[config.mk]
export PLATFORM = sky130hd
export DESIGN_NAME = bus_arbiter_flat
export DESIGN_NICKNAME = d
export VERILOG_FILES = /design/src/rtl/bus_arbiter_if.sv /design/src/rtl/bus_arbiter.sv /design/src/flat_wrapper.sv
export SDC_FILE = /design/constraint.sdc
export NUM_CORES = 1
export LEC_CHECK = 0
export CAP_MARGIN = 25
export CORE_ASPECT_RATIO = 0.7
export CORE_MARGIN = 1
export CORE_UTILIZATION = 54
export DETAILED_ROUTE_END_ITERATION = 16
export GPL_TIMING_DRIVEN = 1
export PLACE_DENSITY = 0.78
export SYNTH_ARGS = -nofsm -noshare
export SYNTH_HDL_FRONTEND = slang
export SYNTH_SLANG_ARGS = --single-unit
[constraint.sdc]
create_clock -name clock -period 4.32 [get_ports clock]
set_input_delay 0.648 -clock clock [delete_from_list [all_inputs] [get_ports clock]]
set_output_delay 0.648 -clock clock [all_outputs]
set_load 0.01 [all_outputs]
[src/rtl/bus_arbiter_if.sv]
// Request/grant and bus-monitor signals shared by the arbiter and the nodes.
interface bus_arbiter_if #(
    parameter int unsigned NODES = 16
);
    logic [NODES-1:0] req;
    logic             bus;
    logic [NODES-1:0] mod;
    logic [3:0]       owner;
    logic             busy;
    logic             done;
    logic             timeout_err;

    // Arbiter side: watches requests and the bus, drives the sender select.
    modport master (
        input  req,
        input  bus,
        output mod,
        output owner,
        output busy,
        output done,
        output timeout_err
    );

    // Node side: raises requests and reflects the shared wire.
    modport slave (
        output req,
        output bus,
        input  mod,
        input  owner,
        input  busy,
        input  done,
        input  timeout_err
    );
endinterface

[src/rtl/bus_arbiter.sv]
// Round-robin owner of the single-wire node bus: grants one sender at a time,
// follows the packet and ack on the bus, and releases on completion or timeout.
module bus_arbiter #(
    parameter int unsigned NODES    = 16,
    parameter int unsigned PKT_BITS = 80,
    parameter int unsigned ACK_BITS = 2,
    parameter int unsigned TIMEOUT  = 255
) (
    input logic           clock,
    input logic           reset,
    bus_arbiter_if.master arb_if
);
    localparam int unsigned IDX_W = 4;
    localparam int unsigned BIT_W = 7;
    localparam int unsigned ACK_W = 2;
    localparam int unsigned TMO_W = 8;

    typedef enum logic [2:0] {
        S_IDLE,
        S_GRANT,
        S_RECV,
        S_WAIT_ACK,
        S_RELEASE
    } state_t;

    state_t             state_q;
    logic [NODES-1:0]   mod_q;
    logic [IDX_W-1:0]   owner_q;
    logic [IDX_W-1:0]   ptr_q;
    logic               busy_q;
    logic               done_q;
    logic               tmo_err_q;
    logic [BIT_W-1:0]   bit_cnt_q;
    logic [ACK_W-1:0]   ack_cnt_q;
    logic [TMO_W-1:0]   tmo_cnt_q;

    logic [IDX_W-1:0]   win_c;
    logic               any_c;
    logic               bus_lo_c;
    logic               bus_hi_c;
    logic [TMO_W-1:0]   tmo_inc_c;
    logic [ACK_W-1:0]   ack_inc_c;
    logic [IDX_W-1:0]   ptr_nxt_c;

    // An undriven or unknown bus level is treated as neither low nor high.
    assign bus_lo_c  = (arb_if.bus == 1'b0);
    assign bus_hi_c  = (arb_if.bus == 1'b1);

    // Timeout counter saturates instead of wrapping.
    assign tmo_inc_c = (tmo_cnt_q == '1) ? tmo_cnt_q : tmo_cnt_q + TMO_W'(1);
    assign ack_inc_c = ack_cnt_q + ACK_W'(1);
    assign ptr_nxt_c = (owner_q == IDX_W'(NODES - 1)) ? '0 : owner_q + IDX_W'(1);

    // Round-robin search: first request at ptr, ptr+1, ... wrapping past NODES-1.
    always_comb begin
        int unsigned idx;
        idx   = 0;
        win_c = '0;
        any_c = 1'b0;
        for (int unsigned i = 0; i < NODES; i++) begin
            idx = 32'(ptr_q) + i;
            if (idx >= NODES) begin
                idx = idx - NODES;
            end
            if (!any_c && arb_if.req[IDX_W'(idx)]) begin
                any_c = 1'b1;
                win_c = IDX_W'(idx);
            end
        end
    end

    // Transaction tracker; every output is a register updated here.
    always_ff @(posedge clock) begin
        if (reset) begin
            state_q   <= S_IDLE;
            mod_q     <= '0;
            owner_q   <= '0;
            ptr_q     <= '0;
            busy_q    <= 1'b0;
            done_q    <= 1'b0;
            tmo_err_q <= 1'b0;
            bit_cnt_q <= '0;
            ack_cnt_q <= '0;
            tmo_cnt_q <= '0;
        end else begin
            done_q    <= 1'b0;
            tmo_err_q <= 1'b0;
            case (state_q)
                S_IDLE: begin
                    if (any_c) begin
                        mod_q     <= NODES'(1) << win_c;
                        owner_q   <= win_c;
                        tmo_cnt_q <= '0;
                        busy_q    <= 1'b1;
                        state_q   <= S_GRANT;
                    end else begin
                        mod_q     <= '0;
                    end
                end
                S_GRANT: begin
                    if (bus_lo_c) begin
                        // The start bit itself is packet bit 0.
                        bit_cnt_q <= BIT_W'(1);
                        state_q   <= S_RECV;
                    end else begin
                        tmo_cnt_q <= tmo_inc_c;
                        if (tmo_inc_c == TMO_W'(TIMEOUT)) begin
                            tmo_err_q <= 1'b1;
                            state_q   <= S_RELEASE;
                        end
                    end
                end
                S_RECV: begin
                    bit_cnt_q <= bit_cnt_q + BIT_W'(1);
                    if (bit_cnt_q == BIT_W'(PKT_BITS - 1)) begin
                        ack_cnt_q <= '0;
                        tmo_cnt_q <= '0;
                        state_q   <= S_WAIT_ACK;
                    end
                end
                S_WAIT_ACK: begin
                    ack_cnt_q <= bus_hi_c ? ack_inc_c : '0;
                    tmo_cnt_q <= tmo_inc_c;
                    if (bus_hi_c && (ack_inc_c == ACK_W'(ACK_BITS))) begin
                        done_q    <= 1'b1;
                        state_q   <= S_RELEASE;
                    end else if (tmo_inc_c == TMO_W'(TIMEOUT)) begin
                        tmo_err_q <= 1'b1;
                        state_q   <= S_RELEASE;
                    end
                end
                S_RELEASE: begin
                    // One idle cycle with mod==0 separates consecutive senders.
                    mod_q   <= '0;
                    ptr_q   <= ptr_nxt_c;
                    busy_q  <= 1'b0;
                    state_q <= S_IDLE;
                end
                default: begin
                    mod_q   <= '0;
                    busy_q  <= 1'b0;
                    state_q <= S_IDLE;
                end
            endcase
        end
    end

    assign arb_if.mod         = mod_q;
    assign arb_if.owner       = owner_q;
    assign arb_if.busy        = busy_q;
    assign arb_if.done        = done_q;
    assign arb_if.timeout_err = tmo_err_q;
endmodule

[src/flat_wrapper.sv]
// flat-port wrapper written by rule: the top's interface ports become plain ports
module bus_arbiter_flat 
#(
    parameter int unsigned NODES    = 16,
    parameter int unsigned PKT_BITS = 80,
    parameter int unsigned ACK_BITS = 2,
    parameter int unsigned TIMEOUT  = 255
)
  (clock, reset, arb_if_req, arb_if_bus, arb_if_mod, arb_if_owner, arb_if_busy, arb_if_done, arb_if_timeout_err);
  bus_arbiter_if #(.NODES(NODES)) arb_if_i ();
  input logic clock;
  input logic reset;
  input wire logic [$bits(arb_if_i.req)-1:0] arb_if_req;
  input wire logic [$bits(arb_if_i.bus)-1:0] arb_if_bus;
  output wire logic [$bits(arb_if_i.mod)-1:0] arb_if_mod;
  output wire logic [$bits(arb_if_i.owner)-1:0] arb_if_owner;
  output wire logic [$bits(arb_if_i.busy)-1:0] arb_if_busy;
  output wire logic [$bits(arb_if_i.done)-1:0] arb_if_done;
  output wire logic [$bits(arb_if_i.timeout_err)-1:0] arb_if_timeout_err;
  assign arb_if_i.req = arb_if_req;
  assign arb_if_i.bus = arb_if_bus;
  assign arb_if_mod = arb_if_i.mod;
  assign arb_if_owner = arb_if_i.owner;
  assign arb_if_busy = arb_if_i.busy;
  assign arb_if_done = arb_if_i.done;
  assign arb_if_timeout_err = arb_if_i.timeout_err;
  bus_arbiter #(.NODES(NODES), .PKT_BITS(PKT_BITS), .ACK_BITS(ACK_BITS), .TIMEOUT(TIMEOUT)) u_core (.clock(clock), .reset(reset), .arb_if(arb_if_i));
endmodule
==> results of run 1 <==
## per-stage QoR
stage / cells / setup TNS (ns) / power, mW
floorplan: 572 / 0 / 0.662
global route: 744 / 0 / 1.28
global placement: 736 / 0 / 0.767
finish: 744 / 0 / 1.23
detailed placement: 736 / -0.0642 / 0.776
CTS: 744 / 0 / 1.23
## flip-flops by register name (all words and copies together) (netlist names)
name	count
u_core.state_q	3
u_core.arb_if.timeout_err	1
u_core.arb_if.done	1
u_core.tmo_cnt_q	8
u_core.arb_if.busy	1
u_core.ack_cnt_q	2
u_core.bit_cnt_q	7
u_core.arb_if.mod	16
u_core.ptr_q	4
u_core.arb_if.owner	4
## cell families after synthesis
group / Yosys count
AOI/OAI and AO/OA: 162
buffers and inverters: 51
xor gates and xnor gates: 12
DFF: 47
adders and majority gates: 12
and+or+nand+nor: 196
muxes: 92
## area by class of cell
class	count	area (sq um)
Multi-Input combinational cell	474	3870
Fill cell	730	3140
Sequential cell	47	942
Timing Repair Buffer	81	711
Tap cell	124	155
Clock buffer	6	139
Inverter	10	37.5
Clock inverter	2	35.0
## placed cells by master (no fill, tap or decap), types with 4 or more instances in the layout
cell type | synthesis | layout
a22oi_1 | 7 | 7
mux2i_2 | 1 | 4
inv_1 | 9 | 9
and2_1 | 4 | 4
a22o_1 | 4 | 4
clkbuf_16 | 0 | 5
mux4_2 | 34 | 35
mux2_2 | 14 | 14
and3_1 | 8 | 8
dfxtp_1 | 47 | 46
nand2b_1 | 6 | 6
nor2_1 | 58 | 57
o22ai_1 | 5 | 5
ha_1 | 12 | 11
a21oi_1 | 42 | 41
mux2i_1 | 39 | 35
nor3_1 | 17 | 17
clkdlybuf4s50_1 | 0 | 41
o21ai_0 | 20 | 20
a31oi_1 | 6 | 6
a32o_1 | 15 | 15
nand4_1 | 5 | 5
a211oi_1 | 14 | 14
nand3_1 | 19 | 19
nor2b_1 | 5 | 5
o211ai_1 | 7 | 7
a311oi_1 | 4 | 4
o2111ai_1 | 5 | 5
nand2_1 | 45 | 45
nand3b_1 | 6 | 6
buf_4 | 2 | 40
xnor2_1 | 9 | 9
## layer usage
metal  global-route usage (%)  routed length [um]  vias to the layer above
met4                     8.61                 375                        0
met1                     49.0                6740                     2500
met2                     46.7                6630                      368
li1                         -                   -                     2336
met5                        0                   0                        -
met3                     13.2                2330                       43
## worst max path at each step
stage          cells after the start                                end                         start
2_1_floorplan                     17  u_core.arb_if.mod[5]$_SDFFE_PP0N_  u_core.ptr_q[1]$_SDFFE_PP0N_
3_3_place_gp                      11  u_core.arb_if.mod[8]$_SDFFE_PP0N_                 arb_if_req[4]
6_report                          10  u_core.arb_if.mod[5]$_SDFFE_PP0N_                 arb_if_req[6]
5_1_grt                           12  u_core.arb_if.mod[5]$_SDFFE_PP0N_                 arb_if_req[6]
3_5_place_dp                      10  u_core.arb_if.mod[5]$_SDFFE_PP0N_                 arb_if_req[6]
4_1_cts                           10  u_core.arb_if.mod[5]$_SDFFE_PP0N_                 arb_if_req[6]
## where the power goes
part / leakage [nW] / total, mW / switching, mW / internal [mW]
registers: 0.381 / 0.470 / 0.0227 / 0.448
logic: 1.57 / 0.309 / 0.177 / 0.132
clock network: 0.0868 / 0.451 / 0.163 / 0.288
## repair_timing
item                       4_1_cts  5_1_grt
buffers inserted                 0        0
hold buffers                     0        0
resized for setup                0        2
setup endpoints to repair        0        1
## worst max-delay path, delay by kind of cell
kind / cells / cell delay [ns]
and+or+nand+nor: 1 / 0.43
muxes: 3 / 1.26
AOI/OAI and AO/OA: 5 / 1.45
buffers and inverters: 1 / 0.63
==> out/metrics.csv, run 1 <==
stage,metric,value,unit
global_route,grt-ovfl-total,0,
floorplanning,rows,29,
logic_synthesis,synthFlopType,dfxtp_1,
logic_synthesis,yosys.area_share.simple,20.3,%
sta,timing.final.ws_setup,0.0684,ns
placement,port_buffers,41,
sta,rsz0062_at_grt,no,
layout,num-nets-final,650,
sta,relSlewSlack,52.1,%
detailed_routing,drtAntennaViolNets,0,
power_and_ir_drop,vdd_drop_max,196,uV
setup_path,path_class,input pin to flop,
setup_path,cp_max_fo,9,
global_route,grt_max_degree,35,
setup_path,cpPeakStageDelay,0.63,ns
floorplanning,dieHeight,82.7,um
cts,cts_tree,yes,
power_and_ir_drop,cellPowerDensity,209,nW/um^2
global_route,grt_pass1_wl,24500,um
floorplanning,die-area,9690,sq um
logic_synthesis,synth_cells,572,
global_route,grt_pass1_vias,4605,
detailed_routing,wl_per_cell,21.6,um
logic_synthesis,ys_ff_latch,47,
cts,cts_root_buf,clkbuf_16,
global_route,grtUsageTotal,34.0,%
logic_synthesis,netlist-cell-type-count,72,
logic_synthesis,synth.most_common_cell,nor2_1,
layout,antennaDiodeCount,0,
setup_path,reg2reg_depth,13,
logic_synthesis,synth-xor-area-share,2.24,%
detailed_routing,routed_wl,16100,um
sta,holdWs,0.467,ns
cts,clkSinkCount,47,
power_and_ir_drop,power.leakage,2.04,nW
placement,place_area,5710,sq um
logic_synthesis,avgSynthCellArea,8.77,sq um
detailed_routing,drt_pre_antenna_iters,5,
sta,max_freq,0.235,GHz
logic_synthesis,synth_enable_flop_cells,0,
setup_path,critPathCaptureType,flop,
logic_synthesis,synth_fa_ha_area_share,2.99,%
logic_synthesis,synth-compound-area-share,22.8,%
hold_path,worstHoldPathCells,1,
setup_path,crit_slowest_cell,clkdlybuf4s50_1,
logic_synthesis,yosys.area.top_type,dfxtp_1,
layout,utilization,65.2,%
detailed_routing,drc,0,
cts,clockBufferDepth,2,
placement,dp_hpwl,12100,um
setup_path,r2r-start,u_core.ptr_q[1]$_SDFFE_PP0N_,
logic_synthesis,yosysWarnings,0,
sta,setup_viol,0,
setup_path,r2r-end,u_core.arb_if.mod[5]$_SDFFE_PP0N_,
setup_path,cp-start-kind,input pin,
placement,place_congestion,1.20,
placement,place_ws,-0.0171,ns
layout,synthToLayoutAreaGrowth,17.4,%
hold_path,hold_class,flop to flop,
detailed_routing,vias_per_cell,7.05,
run,drv_cap,0,
sta,fin_crit,4.25,ns
cts,cts_made_buffers,5,
cts,cts_max_level,2,
hold_path,min_from,u_core.arb_if.mod[9]$_SDFFE_PP0N_,
logic_synthesis,synth_top_family_by_area,multiplexers,
setup_path,reg2reg_slack,0.28,ns
floorplanning,start_util,55.5,%
detailed_routing,drtIter0Drc,740,
setup_path,worstPathArrival,4.43,ns
setup_path,worstPathRequired,4.50,ns
logic_synthesis,muxShareOfSynthArea,28.3,%
sta,worst_pin_slew,0.699,ns
logic_synthesis,synth_area_leaders,"dfxtp_1, mux4_2, mux2i_1",
floorplanning,core,9030,sq um
setup_path,cp_cell_sequence,clkdlybuf4s50_1 -> mux4_2 -> mux2i_1 -> mux2i_1 -> or2_2 -> a311oi_1 -> o211ai_1 -> a21oi_1 -> a21oi_1 -> a32o_2,
sta,drv_slew,0,
cts,cts.clk_slew.worst_paths,0.06,ns
logic_synthesis,syn_area,5020,sq um
layout,drive_above_1_share,20.3,%
logic_synthesis,ys_seq_area_share,18.7,%
floorplanning,die_x,117,um
layout,fin_area,5890,sq um
logic_synthesis,async_reset_ff_share,0,%
sta,finalHoldViolations,0,
logic_synthesis,netlist_top_cells_count,"nor2_1, dfxtp_1, nand2_1",
hold_path,min_delay_worst_endpoint,u_core.arb_if.mod[9]$_SDFFE_PP0N_,
outcome,status,"complete, no violations",
detailed_routing,vias,5247,
sta,fin_crit_sh,98.4,%
sta,fin_skew,0.00479,ns
global_route,grt_antenna_before_repair,0,
floorplanning,ios,42,
cts,insertion_delay,0.29,ns
logic_synthesis,syn-num-nets,603,
logic_synthesis,synth_top_area_share,18.7,%
No activity file was read; power rests on OpenSTA's default activity.
==> inputs of run 2 (changes only) <==
--- a/config.mk
+++ b/config.mk
@@ -5,13 +5,14 @@
 export SDC_FILE = /design/constraint.sdc
 export NUM_CORES = 1
 export LEC_CHECK = 0
+export ABC_AREA = 1
 export CAP_MARGIN = 25
 export CORE_ASPECT_RATIO = 0.7
-export CORE_MARGIN = 1
-export CORE_UTILIZATION = 54
+export CORE_UTILIZATION = 53
 export DETAILED_ROUTE_END_ITERATION = 16
 export GPL_TIMING_DRIVEN = 1
 export PLACE_DENSITY = 0.78
+export SKIP_CTS_REPAIR_TIMING = 1
 export SYNTH_ARGS = -nofsm -noshare
 export SYNTH_HDL_FRONTEND = slang
 export SYNTH_SLANG_ARGS = --single-unit
==> run 2 against run 1 <==
Against the previous run:
- power fell by 20%
- maximum frequency rose by 9.0%
- largest power group unchanged
- critical endpoint is now u_core.arb_if.mod[7]$_SDFFE_PP0N_
- wire length fell by 26%
- die area fell by 17%
==> out/metrics.csv, run 2 <==
stage,metric,value,unit
global_route,grt_antenna_before_repair,0,
outcome,status,"complete, no violations",
detailed_routing,drtAntennaViolNets,0,
logic_synthesis,ys_ff_latch,47,
placement,place_congestion,1.03,
logic_synthesis,synth_area_leaders,"dfxtp_1, nand2_1, nand3_1",
logic_synthesis,synth_enable_flop_cells,0,
setup_path,cp_max_fo,10,
sta,worst_pin_slew,0.924,ns
setup_path,critPathCaptureType,flop,
sta,max_freq,0.256,GHz
logic_synthesis,syn-num-nets,729,
sta,fin_crit,3.90,ns
global_route,grt-ovfl-total,0,
floorplanning,ios,42,
power_and_ir_drop,vdd_drop_max,214,uV
setup_path,cp-start-kind,flop,
logic_synthesis,avgSynthCellArea,5.86,sq um
detailed_routing,vias_per_cell,5.62,
sta,relSlewSlack,37.9,%
setup_path,reg2reg_slack,0.42,ns
run,drv_cap,0,
sta,setup_viol,0,
placement,dp_hpwl,9430,um
detailed_routing,drc,0,
cts,insertion_delay,0.30,ns
setup_path,worstPathArrival,4.13,ns
setup_path,path_class,flop to flop,
detailed_routing,drt_pre_antenna_iters,5,
logic_synthesis,yosysWarnings,0,
cts,cts_made_buffers,5,
logic_synthesis,ys_seq_area_share,23.0,%
placement,place_ws,0.461,ns
cts,cts_max_level,2,
sta,fin_skew,0.00584,ns
layout,layout_commonest_cell,nand2_1,
floorplanning,dieHeight,75.5,um
sta,timing.final.ws_setup,0.419,ns
setup_path,reg2reg_depth,18,
sta,drv_slew,0,
layout,largest_register_ffs,16,
setup_path,r2r-end,u_core.arb_if.mod[7]$_SDFFE_PP0N_,
layout,layout_common_cells,"nand2_1, nand3_1, inv_1, nor2_1, dfxtp_1",
floorplanning,rows,26,
logic_synthesis,synth_top_area_share,23.0,%
setup_path,critPathLaunch,u_core.ptr_q[2]$_SDFFE_PP0N_,
sta,holdWs,0.466,ns
setup_path,worstPathRequired,4.55,ns
floorplanning,die-area,8080,sq um
sta,finalHoldViolations,0,
layout,fillers,706,
cts,clkSinkCount,47,
logic_synthesis,synth_cells,698,
power_and_ir_drop,power.leakage,2.17,nW
detailed_routing,wl_per_cell,14.2,um
detailed_routing,routed_wl,11900,um
global_route,grtUsageTotal,30.7,%
cts,cts.clk_slew.worst_paths,0.09,ns
logic_synthesis,netlist-cell-type-count,39,
logic_synthesis,synthFlopType,dfxtp_1,
global_route,grt_max_degree,25,
detailed_routing,drtIter0Drc,345,
cts,clockBufferDepth,2,
logic_synthesis,netlist_top_cells_count,"nand2_1, nand3_1, inv_1",
layout,antennaDiodeCount,0,
global_route,grt_pass1_wl,19300,um
sta,fin_setup_tns,0,ns
detailed_routing,vias,4703,
sta,rsz0062_at_grt,no,
logic_synthesis,async_reset_ff_share,0,%
logic_synthesis,yosys.area.top_type,dfxtp_1,
layout,drive_above_1_share,5.95,%
logic_synthesis,synth.most_common_cell,nand2_1,
layout,num-nets-final,770,
global_route,grt_pass1_vias,4050,
setup_path,r2r-start,u_core.ptr_q[2]$_SDFFE_PP0N_,
floorplanning,die_x,107,um
sta,fin_crit_sh,90.3,%
floorplanning,core,7380,sq um
power_and_ir_drop,cellPowerDensity,209,nW/um^2
logic_synthesis,syn_area,4090,sq um
cts,cts_tree,yes,
setup_path,endpoint,u_core.arb_if.mod[7]$_SDFFE_PP0N_,
floorplanning,start_util,55.4,%
hold_path,hold_class,flop to flop,
hold_path,worstHoldPathCells,2,
cts,cts_root_buf,clkbuf_8,
layout,synthToLayoutAreaGrowth,15.0,%
placement,port_buffers,41,
[run 2: cell count changes in the layout (fill, tap and decap cells not counted), sizes merged, moves of 8 or more]
cell    change
nand2     +162
nand3      +94
inv        +79
mux2i      -39
mux4       -37
buf        -31
nor2       +30
a32o       -16
mux2       -15
nand4      +13
a211oi     -11
nor3        -8
[run 2: cell type report]
class / count / area, sq um / share of cell area, %
flip-flops and latches: 47 / 941 / 20.0
multi-input cells: 545 / 2740 / 58.2
clock inverters: 1 / 5.00 / 0.106
inverters: 90 / 339 / 7.21
clock buffers: 6 / 82.6 / 1.76
repair buffers: 50 / 478 / 10.2
well taps: 98 / 123 / 2.61
[run 2: critical path, stage by stage, from the launching register on]
cell and delay [ns]:
dfxtp_1 0.58, inv_2 0.21, ha_2 0.56, inv_1 0.13, nand3_1 0.16, nand3_1 0.09, nand2_1 0.21, nand4_4 0.17
nor2_8 0.17, nand4_4 0.13, nor2_4 0.20, nand4_4 0.14, nor2_8 0.16, nand4_1 0.24, nand3_2 0.20, nand2_1 0.09
nor2_1 0.16, nand2_1 0.07, a21oi_1 0.15
[run 2: metal layers]
layer | GRT usage (%) | routed length [um] | share of wire [%] | vias to the layer above
li1 | - | - | - | 2365
met3 | 7.78 | 1330 | 11 | 11
met4 | 4.26 | 55 | 0.46 | 0
met5 | 0 | 0 | 0 | -
met1 | 46.2 | 5820 | 49 | 2124
met2 | 44.7 | 4710 | 40 | 203
[run 2: metrics by stage]
stage | cells | instance area [sq um] | util [%] | total power [mW]
after floorplan | 698 | 4090 | - | 0.631
after global placement | 830 | 4610 | 62.5 | 0.712
after detailed placement | 830 | 4610 | 62.5 | 0.714
after CTS | 837 | 4700 | 63.7 | 0.984
after global routing | 837 | 4700 | 63.7 | 1.03
final | 837 | 4700 | 63.7 | 0.984
[run 2: cells by family after synthesis]
| kind of cell | after synthesis | share of synthesized area [%] |
|---|---|---|
| AO/OA/AOI/OAI | 79 | 11.2 |
| flip-flops | 47 | 23.0 |
| multiplexers | 1 | 0.245 |
| adder cells (fa/ha/maj) | 12 | 3.67 |
| AND/OR/NAND/NOR | 439 | 48.7 |
| XOR/XNOR | 14 | 3.00 |
| buffers and inverters | 106 | 10.2 |
[run 2: power by group]
group	leakage, nW	internal (mW)	switching, mW
Clock	0.0470	0.126	0.149
Sequential	0.381	0.450	0.0163
Combinational	1.74	0.0885	0.155
Total	2.17	0.664	0.320
[run 2: worst min-delay path by stage]
stage | from | end
final | u_core.bit_cnt_q[6]$_SDFFE_PP0P_ | u_core.bit_cnt_q[6]$_SDFFE_PP0P_
after global routing | u_core.arb_if.mod[3]$_SDFFE_PP0N_ | u_core.arb_if.mod[3]$_SDFFE_PP0N_
after CTS | u_core.arb_if.mod[10]$_SDFFE_PP0N_ | u_core.arb_if.mod[10]$_SDFFE_PP0N_
after detailed placement | u_core.arb_if.mod[10]$_SDFFE_PP0N_ | u_core.arb_if.mod[10]$_SDFFE_PP0N_
after global placement | u_core.ack_cnt_q[0]$_SDFFE_PP0P_ | u_core.ack_cnt_q[0]$_SDFFE_PP0P_
after floorplan | u_core.ack_cnt_q[0]$_SDFFE_PP0P_ | u_core.ack_cnt_q[0]$_SDFFE_PP0P_
